**src/rtl/count_sequencer.sv**
```systemverilog
// rtl/count_sequencer.sv - run/pause/stop sequencer for a prescaled up/down display counter
//
// Purpose:
//   Divides clk into a step tick of TICK_DIV cycles and walks an up/down counter
//   between 0 and limit under start/stop/clear/load commands. The counter stops in
//   DONE at the terminal value. With COUNT_SEQ_AUTO_RELOAD_EN defined it instead
//   wraps (up -> 0, down -> limit), stays in RUN and pulses done for that step.
//
// Parameters:
//   TICK_DIV  clk cycles per count step (>=1)
//   CNT_W     counter width
//
// Ports:
//   clk       rising-edge clock
//   Reset     synchronous reset, active-high
//   start     1-cycle command: IDLE/PAUSE -> RUN
//   stop      1-cycle command: RUN -> PAUSE
//   clear     1-cycle command: count=0, prescaler=0, -> IDLE
//   load      1-cycle command: count=min(load_val,limit); DONE -> IDLE
//   load_val  value for load
//   up_dn     1 = count up toward limit, 0 = count down toward 0
//   limit     terminal value (up) / reload value (down wrap)
//   count     current count, registered
//   tick      1-cycle pulse, high in the cycle count shows a stepped value
//   state     IDLE=00 RUN=01 PAUSE=10 DONE=11
//   done      terminal-count flag
//
// Configuration macro: COUNT_SEQ_AUTO_RELOAD_EN

module count_sequencer #(
    parameter int TICK_DIV = 50000000,
    parameter int CNT_W    = 8
) (
    input  logic             clk,
    input  logic             Reset,
    input  logic             start,
    input  logic             stop,
    input  logic             clear,
    input  logic             load,
    input  logic [CNT_W-1:0] load_val,
    input  logic             up_dn,
    input  logic [CNT_W-1:0] limit,
    output logic [CNT_W-1:0] count,
    output logic             tick,
    output logic [1:0]       state,
    output logic             done
);

    localparam int PW = (TICK_DIV > 1) ? $clog2(TICK_DIV) : 1;
    localparam logic [PW-1:0] PRESC_MAX = PW'(TICK_DIV - 1);

    typedef enum logic [1:0] {
        ST_IDLE  = 2'b00,
        ST_RUN   = 2'b01,
        ST_PAUSE = 2'b10,
        ST_DONE  = 2'b11
    } state_t;

    state_t           state_q, state_d;
    logic [CNT_W-1:0] count_q, count_d;
    logic [PW-1:0]    presc_q, presc_d;
    logic             tick_q, tick_d;
    logic             done_pulse_q, done_pulse_d;

    logic [CNT_W-1:0] load_cnt;
    logic             step;
    logic             terminal;

    always_comb begin
        state_d      = state_q;
        count_d      = count_q;
        presc_d      = presc_q;
        tick_d       = 1'b0;
        done_pulse_d = 1'b0;

        load_cnt = (load_val > limit) ? limit : load_val;
        // A stop in the same cycle freezes the prescaler so resume keeps the phase.
        step     = (state_q == ST_RUN) && !clear && !stop && (presc_q == PRESC_MAX);
        terminal = up_dn ? (count_q >= limit) : (count_q == '0);

        if (clear) begin
            state_d = ST_IDLE;
            count_d = '0;
            presc_d = '0;
        end else begin
            if ((state_q == ST_RUN) && !stop) begin
                presc_d = step ? '0 : presc_q + 1'b1;
            end

            if (load) begin
                // load owns the count this cycle; a coinciding step is dropped.
                count_d = load_cnt;
                if (state_q == ST_DONE) begin
                    state_d = ST_IDLE;
                end
            end else if (stop && (state_q == ST_RUN)) begin
                state_d = ST_PAUSE;
            end else if (start && ((state_q == ST_IDLE) || (state_q == ST_PAUSE))) begin
                state_d = ST_RUN;
                // Fresh run starts a full tick period; resume from PAUSE keeps phase.
                if (state_q == ST_IDLE) begin
                    presc_d = '0;
                end
            end else if (step) begin
                if (!terminal) begin
                    count_d = up_dn ? count_q + 1'b1 : count_q - 1'b1;
                    tick_d  = 1'b1;
                end else begin
`ifdef COUNT_SEQ_AUTO_RELOAD_EN
                    count_d      = up_dn ? '0 : limit;
                    tick_d       = 1'b1;
                    done_pulse_d = 1'b1;
`else
                    state_d = ST_DONE;
`endif
                end
            end
        end
    end

    always_ff @(posedge clk) begin
        if (Reset) begin
            state_q      <= ST_IDLE;
            count_q      <= '0;
            presc_q      <= '0;
            tick_q       <= 1'b0;
            done_pulse_q <= 1'b0;
        end else begin
            state_q      <= state_d;
            count_q      <= count_d;
            presc_q      <= presc_d;
            tick_q       <= tick_d;
            done_pulse_q <= done_pulse_d;
        end
    end

    assign count = count_q;
    assign tick  = tick_q;
    assign state = state_q;
    assign done  = (state_q == ST_DONE) | done_pulse_q;

endmodule

```
**config.mk**
```make
export PLATFORM = sky130hd
export DESIGN_NAME = count_sequencer
export DESIGN_NICKNAME = d
export VERILOG_FILES = /design/src/rtl/count_sequencer.sv
export SDC_FILE = /design/constraint.sdc
export NUM_CORES = 1
export LEC_CHECK = 0
export BUFFER_PORTS_ARGS = -buffer_cell sky130_fd_sc_hd__buf_2
export CORE_MARGIN = 8
export CORE_UTILIZATION = 55
export CTS_CLUSTER_DIAMETER = 100
export DETAILED_ROUTE_END_ITERATION = 8
export GPL_TIMING_DRIVEN = 0
export PLACE_DENSITY = 0.73
export SLEW_MARGIN = 30
export SYNTH_ARGS = -nofsm -noshare
export SYNTH_HDL_FRONTEND = slang
export SYNTH_SLANG_ARGS = --single-unit
```
**constraint.sdc**
```tcl
create_clock -name clk -period 2.45 [get_ports clk]
set_clock_uncertainty 0.05 [all_clocks]
set_input_delay 0.245 -clock clk [delete_from_list [all_inputs] [get_ports clk]]
set_output_delay 0.245 -clock clk [all_outputs]
set_load 0.01 [all_outputs]
```
[Word level (Yosys, flattened, before mapping)]
Index checks and enable logic that the tools add are counted.
Word-level totals
  bits of input ports: 23
  output and inout port bits: 12
  register bits after elaboration: 37
  logic and storage cells: 57
Cells by class
  $add $sub $neg: 3
  $lt $le $gt $ge: 2
  equal/unequal tests: 8
  multiplexer cells: 21
  bitwise logic cells: 1
  reductions and logical operators: 18
Operator list (count)
  $mux W26: 6
  $mux W8: 7
  $add A26 B1 Y26 const B: 1
  $eq A26 B26 Y1 const B: 1
  $mux W2: 6
  $add A8 B1 Y8 const B: 1
  $ge A8 B8 Y1: 1
  $gt A8 B8 Y1: 1
  $logic_not A8 Y1: 1
  $reduce_bool A4 Y1: 2
  $sub A8 B1 Y8 const B: 1
  $logic_and A1 B1 Y1: 6
  $ne A2 B2 Y1 const B: 3
  $reduce_or A6 Y1: 1
  $eq A2 B2 Y1 const B: 2
  $reduce_and A4 Y1: 1
  $reduce_and A3 Y1: 1
  $eq A2 B1 Y1 const B: 1
  $logic_not A1 Y1: 2
  $logic_not A2 Y1: 1
  $mux W1: 2
  $ne A2 B1 Y1 const B: 1
  $reduce_bool A2 Y1: 1
  $reduce_or A2 Y1: 1
  other kinds (2): 2

[Depth between registers and ports, before layout]
Gate-level depths: netlist (run 1).
  word-level depth: 10
  gate-level depth with buffers: 8
  depth with buffers taken out: 8

[Worst setup path after synthesis (run 1)]
Ideal clock, no wire load.
  kind: register to register
  from: reg presc_q[0]
  to: reg presc_q[0]
  cell stages (with the launch flop): 8
  arrival time: 1.989 ns
  slack: 0.293 ns
  required time: 2.282 ns
  library setup time: 0.118 ns
  period minus slack after synthesis: 2.157 ns
  cell sequence: dfxtp_1 > ha_1 > nand4_1 > or4_4 > or3_1 > nand2_1 > buf_2 > nor2_1
Between the ends
  longest elaborated chain between the ends: 8
  elaborated cells between the ends (all ways): 9
  classes of those cells: add/sub: 1; eq/ne: 1; mux: 6; reduce/logical: 1
Ends and longest elaborated chain
  start: declaration: line 61  | logic [PW-1:0] presc_q, presc_d;
  start signal: assignment: line 131  | presc_q <= presc_d;
  parallel branches: the longest is 3 deep, another holds $add A26 B1 Y26
  $mux W26 (*): line 86  | if ((state_q == ST_RUN) && !stop) begin
  $mux W26: line 101  | if (state_q == ST_IDLE) begin
  $mux W26: line 98  | end else if (start && ((state_q == ST_IDLE) || (state_q == ST_PAUSE))) begin
  $mux W26: line 96  | end else if (stop && (state_q == ST_RUN)) begin
  $mux W26 (*): line 90  | if (load) begin
Mark *: on every way between the ends.
A chain may end at the register's enable or synchronous reset.

[Worst setup path in the final report (run 1)]
  from: reg presc_q[0]
  to: reg presc_q[20]
Between the ends
  longest elaborated chain between the ends: 8
  elaborated cells between the ends (all ways): 9
  classes of those cells: add/sub: 1; eq/ne: 1; mux: 6; reduce/logical: 1
Ends and longest elaborated chain
  parallel branches: the longest is 2 deep, another holds $add A26 B1 Y26
  $mux W26 (*): line 87  | presc_d = step ? '0 : presc_q + 1'b1;
  $mux W26 (*): line 86
  $mux W26: line 101
  $mux W26: line 98
  $mux W26: line 96
  $mux W26 (*): line 90
Marked as above.

==> flow_summary.toml, run 1 <==
[yosys]
synth_edf_count = 0
yosys_most_used_dff = "dfxtp_1"
syn_area_per_cell_um2 = 8.33
synth.net_count = 347
yosys_warnings = 0
async_flop_share_pct = 0
yosysSeqAreaShare_pct = 29.6
synth_seq_cells = 37
yosysUniqueCellTypes = 50
syn_area_um2 = 2500
syn_inst = 300

[timing]
min_period_ps = 2320
rsz0062_at_grt = "no"
worst_pin_slew_ps = 565
slew_headroom_pct = 62.0
max_freq_mhz = 431
fin_crit_sh_pct = 94.8
maxSlewViolCount = 0
finalHoldViolations = 0
setup_viol = 0

[finish]
finalNetCount = 390
area_growth_pct = 14.7
fin_area_um2 = 2870
diodes = 0
final_cell_count_no_fill = 395
drive_above_1_share_pct = 18.4

[grt]
antenna_found_initial = 0
grt_max_degree = 11
grt_pass1_vias = 2256
grt_overflow = 0
grtUsageMet1_pct = 22.9
grtUsageTotal_pct = 17.1
met2_usage_pct = 26.9
top_usage_layer = "met2"
gr-usage-met3_pct = 3.61
grt_pass1_wl_um = 10300

[clock_tree]
cts_sinks = 37
cts_tree = "yes"
clkTransAtPathRegs_ps = 70
cts_max_path_buffers = 2
cts_root_buffer = "clkbuf_8"
insertion_delay_ps = 280
numCtsBuffers = 5
h-tree-depth = 2
holdBufCountCts = 0

[worst_setup_path]
start_kind = "flip-flop"
arrival_ps = 2450
critical_path.max_fanout = 10
crit_path_start = "presc_q[0]"
crit_path_end_kind = "flip-flop"
rr_startpoint = "presc_q[0]"
required_ps = 2570
crit_type = "reg2reg"

[route]
vias = 2264
vias_per_cell = 5.73
wire_per_inst_um = 14.9
antenna_left = 0
wl_um = 5870
first_pass_iters = 4
drt-initial-drc-count = 94
drc_errors = 0

[hold_path]
min_path_type = "in2reg"
min_from = "start"

[power_and_ir_drop]
power_density_nw_per_um2 = 444
ir_drop_v = 0.000312
finalPower_mw = 1.27
leakage_nw = 1.18

[floorplan]
boundaryPins = 35
row_count = 24
core_um2 = 4350
die-width_um = 83.4
start_util_pct = 57.4
die_y_um = 83.4
die-area_um2 = 6960

[flow_run]
maxCapViolations = 0

[outcome]
status = "finished, final reports clean"

[placement]
hpwl_um = 4580
portBuffers = 34
globalplace.congestion = 0.808
place_inst = 386
dpl_cell_area_um2 = 2740
area by class of cell:
| cell class | count | area, um2 |
|---|---|---|
| multi-input combinational | 242 | 1700 |
| fill | 391 | 1490 |
| sequential | 37 | 742 |
| timing repair buffer | 36 | 185 |
| clock buffer | 7 | 86.3 |
| tap | 52 | 65.1 |
| inverter | 15 | 56.3 |
| buffer | 6 | 31.3 |
through the flow:
stage | setup WS (ps) | hold WS [ps] | utilization [%] | setup TNS [ps]
detailed placement | -192 | 428 | 62.8 | -1370
CTS | 3.71 | 211 | 64.9 | 0
finish | 127 | 210 | 65.9 | 0
global route | 1.82 | 222 | 65.9 | 0
global placement | -148 | 425 | 62.8 | -933
floorplan | 293 | 384 | - | 0
state kept, by name (all words and copies together), names as in the netlist:
name	flops
count	8
tick	1
state	2
presc_q	26
critical path: stages, from the launching register on:
cell and delay, ps:
dfxtp_1 380, ha_2 250, nand4_1 100, or4_4 560, or3_1 450, nand2_4 150
clkbuf_4 220, nor2_1 60
path summary, 6_finish.rpt:
kind / to / slack (ps) / cells after the start
worst min-delay path: state[0] / 210 / 3
worst max-delay path: presc_q[20] / 130 / 7
worst min register to register: presc_q[1] / 450 / 2
worst max register to register: presc_q[20] / 130 / 7
cells in the mapped netlist (4+ instances only):
library cell	count	area, um2
dfxtp_1	37	741
a21oi_1	21	105
xnor2_1	13	114
nor2_1	38	143
ha_1	23	288
nand3_1	11	55.1
or3_1	4	25.0
mux2_2	4	45.0
inv_1	15	56.3
nand4_1	10	62.6
o21ai_0	12	60.1
mux2i_1	6	60.1
nand2_1	17	63.8
and2_1	4	25.0
nor3_1	11	55.1
and3_1	6	37.5
xor2_1	17	149
power by group:
part / internal [mW] / leakage (nW) / switching [mW]
clock network: 0.223 / 0.0443 / 0.199
registers: 0.608 / 0.299 / 0.0114
logic: 0.107 / 0.835 / 0.125
cells by family after synthesis:
| group | share of synthesized area [%] |
|---|---|
| adder cells (fa/ha/maj) | 12.3 |
| AND/OR/NAND/NOR | 27.1 |
| AO/OA/AOI/OAI | 12.9 |
| flip-flops | 29.6 |
| buffers and inverters | 3.30 |
| multiplexers | 4.20 |
| XOR/XNOR | 10.5 |
layer usage:
| layer | part of all wire, % | vias to the layer above |
|---|---|---|
| met3 | 5.4 | 6 |
| li1 | - | 1160 |
| met5 | 0 | - |
| met2 | 43 | 48 |
| met1 | 50 | 1050 |
| met4 | 0.85 | 0 |
cells in the final DEF (no fill, tap or decap), drive strengths merged, types with 2 or more instances in the layout:
cell type / netlist / final
a211o: 3 / 3
a211oi: 3 / 3
a21o: 3 / 3
a21oi: 21 / 21
and2: 5 / 5
and3: 6 / 6
and4: 2 / 2
buf: 4 / 38
clkbuf: 2 / 11
dfxtp: 37 / 37
ha: 23 / 23
inv: 15 / 15
mux2: 4 / 4
mux2i: 6 / 6
nand2: 17 / 17
nand3: 12 / 12
nand4: 10 / 10
nand4b: 2 / 2
nor2: 39 / 39
nor2b: 2 / 2
nor3: 11 / 11
nor3b: 2 / 2
o211ai: 3 / 3
o21ai: 12 / 12
o22ai: 3 / 3
or2: 2 / 2
or3: 4 / 4
or4: 4 / 4
xnor2: 13 / 13
xor2: 17 / 17
timing repair:
item                       CTS  global route
setup endpoints to repair   21            26
setup buffers                0             2
pin swaps                    0             1
resized for setup            2             9
(Power assumes the default switching activity.)
==> run 2: changes to the inputs <==
CORE_UTILIZATION = 35   (was 55)
PLACE_DENSITY = 0.49   (was 0.73)
==> run 2 against run 1 <==
Critical path depth stayed put. Total power is 8.8% higher. Critical endpoint is now presc_q[4]. Global-route usage is 4.3 points lower. Cell area is 2.7% higher. Sequential cell count stayed put. First-iteration DRC count is 40% higher. Largest cell class unchanged. Clock power is 28% higher. Highest routed layer unchanged. Via count is 2.4% lower.
==> flow_summary.toml, run 2 (synthesized netlist as in run 1, its figures left out) <==
[power_and_ir_drop]
power_switching_mw = 0.369
ir_drop_v = 0.000328
power.share.combinational_pct = 16.4
clkPwrFrac_pct = 39.0
power_density_nw_per_um2 = 471
leakage_nw = 1.18
p_seq_share_pct = 44.6
switching_share_pct = 26.7
p_int_mw = 1.02

[grt]
grt_pass1_wl_um = 10500
antenna_found_initial = 0
grt_overflow = 0
grt_pass1_vias = 2177
grtUsageTotal_pct = 12.8
grt_max_degree = 14

[worst_setup_path]
crit_path_end_kind = "flip-flop"
start_kind = "flip-flop"
cp_slowest_cell = "or4_4"
cp_num_buf_inv = 1
required_ps = 2580
crit_type = "reg2reg"
arrival_ps = 2450
crit_family = "simple AND/OR/NAND/NOR gates"
crit_path_cell_trace = "ha_2, nand4_1, or4_4, or3_1, nand2_4, buf_4, nor2_1"
critical-path-max-stage-delay_ps = 550
critical_path.max_fanout = 10

[route]
antenna_left = 0
vias_per_cell = 5.00
vias = 2209
drt-initial-drc-count = 132
first_pass_iters = 4
drc_errors = 0
wl_um = 6130
wire_per_inst_um = 13.9

[timing]
setup_ws_ps = 134
min_period_ps = 2320
slew_headroom_pct = 61.0
fin_crit_sh_pct = 94.5
worst_pin_slew_ps = 583
hold_ws_ps = 212
maxSlewViolCount = 0
rsz0062_at_grt = "no"
max_freq_mhz = 432
finalHoldViolations = 0
setup_viol = 0

[finish]
largest_reg_flops = 26
fill_cells = 750
post-route-util_pct = 41.5
finalNetCount = 389
layout_common_cells = "nor2_1 (38), dfxtp_1 (36), buf_2 (35)"
largest_register = "presc_q"
drive_above_1_share_pct = 19.0
area_growth_pct = 17.8
layout_commonest_cell = "nor2_1"
diodes = 0

[outcome]
status = "finished, final reports clean"

[floorplan]
start_util_pct = 35.2
boundaryPins = 35
die-width_um = 101
core_um2 = 7100
row_count = 31
die_y_um = 101
die-area_um2 = 10100

[placement]
portBuffers = 34
hpwl_um = 4830
globalplace.congestion = 0.785
dp_slack_ps = -148

[clock_tree]
clkTransAtPathRegs_ps = 70
cts_max_path_buffers = 2
holdBufCountCts = 0
numCtsBuffers = 5
cts_tree = "yes"
h-tree-depth = 2
cts_root_buffer = "clkbuf_8"
insertion_delay_ps = 290
cts_sinks = 37

[hold_path]
min_path_type = "in2reg"

[flow_run]
maxCapViolations = 0
[run 2: path summary, 6_finish.rpt]
check             slack, ps          to  cells after the start  startpoint
setup reg to reg        130  presc_q[4]                      7  presc_q[0]
setup / recovery        130  presc_q[4]                      7  presc_q[0]
hold / removal          210    state[0]                      3       start
hold reg to reg         450  presc_q[1]                      2  presc_q[1]
[run 2: worst reg2reg max path, cell delays in order, from the launching register on]
cell	delay, ps
dfxtp_1	380
ha_2	250
nand4_1	100
or4_4	550
or3_1	470
nand2_4	160
buf_4	190
nor2_1	60
[run 2: per-layer routing]
metal,part of all wire (%),track usage [%],vias up
met5,0,0,-
met1,52,17.6,997
met4,1.5,4.19,0
met2,41,19.1,49
li1,-,-,1154
met3,5.9,3.04,9
[run 2: final cells by class]
type	instances	area [um2]	area share (%)
clock buffer	5	68.8	2.34
multi-input combinational	242	1700	57.7
clock inverter	3	46.3	1.57
timing repair buffer	35	178	6.03
inverter	15	56.3	1.91
sequential	37	742	25.2
tap	99	124	4.21
buffer	6	31.3	1.06
[run 2: metrics by stage]
step	cell area (um2)	total power, mW	cells	setup TNS [ps]
2_1_floorplan	2500	0.782	300	0
3_3_place_gp	2790	0.854	433	-2530
3_5_place_dp	2790	0.856	433	-2980
4_1_cts	2920	1.41	441	0
5_1_grt	2940	1.46	442	0
6_report	2940	1.39	442	0
[run 2: power groups by stage]
stage          logic, mW  clock network, mW  registers (mW)
6_report           0.227              0.540           0.619
5_1_grt            0.259              0.585           0.621
4_1_cts            0.226              0.564           0.619
3_5_place_dp       0.223                  0           0.633
3_3_place_gp       0.221                  0           0.633
2_1_floorplan      0.149                  0           0.633
[run 2: repair_timing]
action / CTS / global route
gates resized for setup: 5 / 7
cloned: 0 / 0
buffers inserted: 0 / 1
pin swaps: 0 / 1
setup endpoints to repair: 25 / 27
==> run 3: changes to the inputs <==
clock period = 2.7 ns   (was 2.45 ns; I/O delays follow)
==> run 3 against run 2 <==
Critical path depth is the same. Routed wire length grew 0.15%. Die area is the same. Highest routed layer unchanged. Core utilization shrank 0.46 points. Combinational power shrank 11%. Sequential power shrank 9.4%. Non-clock buffer count shrank 1.
==> flow_summary.toml, run 3 (synthesized netlist as in run 1, its figures left out) <==
[outcome]
status = "finished, final reports clean"

[clock_tree]
numCtsBuffers = 5
cts_sinks = 37
cts_root_buffer = "clkbuf_8"
cts_max_path_buffers = 2
cts_tree = "yes"
clkTransAtPathRegs_ps = 70
h-tree-depth = 2
holdBufCountCts = 0
insertion_delay_ps = 290

[placement]
place_inst = 433
dpl_cell_area_um2 = 2790
hpwl_um = 4830
portBuffers = 34
globalplace.congestion = 0.785

[worst_setup_path]
start_kind = "flip-flop"
crit_type = "reg2reg"
critical_path.max_fanout = 8
r2r_slack_ps = 210
arrival_ps = 2660
required_ps = 2870
crit_path_end_kind = "flip-flop"

[finish]
fin_area_um2 = 2910
drive_above_1_share_pct = 17.0
largest_reg_flops = 26
diodes = 0
largest_register = "presc_q"
finalNetCount = 388
layout_commonest_cell = "nor2_1"
layout_common_cells = "nor2_1 (38), buf_2 (37), dfxtp_1 (37)"
fill_cells = 755
final_cell_count_no_fill = 441
register_area_um2 = 741
multi_input_area_um2 = 1680
post-route-util_pct = 41.0
area_growth_pct = 16.5

[floorplan]
die-area_um2 = 10100
core_um2 = 7100
row_count = 31
start_util_pct = 35.2
boundaryPins = 35
die-width_um = 101
die_y_um = 101

[power_and_ir_drop]
p_seq_share_pct = 44.8
power.share.combinational_pct = 16.1
power_switching_mw = 0.335
clkPwrFrac_pct = 39.1
p_int_mw = 0.918
power_density_nw_per_um2 = 430
switching_share_pct = 26.7
ir_drop_v = 0.000297
leakage_nw = 1.17

[route]
drt-initial-drc-count = 116
vias = 2193
wire_per_inst_um = 13.9
antenna_left = 0
vias_per_cell = 4.97
drc_errors = 0
first_pass_iters = 4
wl_um = 6140

[timing]
setup_viol = 0
rsz0062_at_grt = "no"
worst_pin_slew_ps = 749
max_freq_mhz = 402
min_period_ps = 2490
fin_crit_sh_pct = 92.1
finalHoldViolations = 0
maxSlewViolCount = 0
tns_ps = 0
slew_headroom_pct = 48.8

[grt]
grt_overflow = 0
grtUsageTotal_pct = 12.8
grt_max_degree = 14
antenna_found_initial = 0
grt_pass1_vias = 2176
grt_pass1_wl_um = 10400

[flow_run]
maxCapViolations = 0

[hold_path]
min_path_type = "in2reg"
==> run 3: cell types whose count changed in the layout (fill, tap and decap cells not counted), sizes merged <==
cell,before,now
buf,39,38
==> run 3: final timing paths <==
check	start	cells after the start	end
worst min register to register	presc_q[1]	2	presc_q[1]
worst max register to register	presc_q[0]	7	count[3]
worst max-delay path	presc_q[0]	7	count[3]
worst min-delay path	start	3	state[0]
==> run 3: per-layer routing <==
layer / global-route usage, % / wire length (um) / vias up
met2: 19.1 / 2530 / 46
met3: 3.04 / 339 / 9
met1: 17.6 / 3170 / 989
li1: - / - / 1149
met5: 0 / 0 / -
met4: 4.19 / 95 / 0
==> run 3: metrics by stage <==
stage	hold slack, ps	setup slack [ps]	power (mW)
after global routing	278	35.9	1.32
after detailed placement	437	102	0.777
after floorplan	408	532	0.709
after global placement	421	23.2	0.775
after CTS	237	95.8	1.28
final	239	213	1.25
==> run 3: critical path, cell delays in order (launching register included) <==
cell     delay, ps
dfxtp_1        380
ha_1           280
nand4_1        120
or4_4          550
nor3_1         300
a21oi_1        300
a211o_1        320
a21oi_1        130
==> run 3: repair_timing <==
action                                  CTS  global route
endpoints found under the setup margin    0             8
resized for setup                         0             1
buffers inserted                          0             0
==> run 3: layout make-up <==
class | count | area share [%]
flip-flops and latches | 37 | 25.4
plain buffers | 6 | 0.902
repair buffers | 34 | 5.84
well taps | 99 | 4.25
clock inverters | 3 | 1.59
inverters | 15 | 1.93
clock buffers | 5 | 2.36
multi-input cells | 242 | 57.7
==> run 3: power groups by stage <==
stage | clock network, mW | registers [mW] | logic, mW
6_report | 0.490 | 0.561 | 0.201
5_1_grt | 0.531 | 0.563 | 0.230
4_1_cts | 0.512 | 0.561 | 0.203
3_5_place_dp | 0 | 0.574 | 0.202
3_3_place_gp | 0 | 0.574 | 0.200
2_1_floorplan | 0 | 0.574 | 0.135
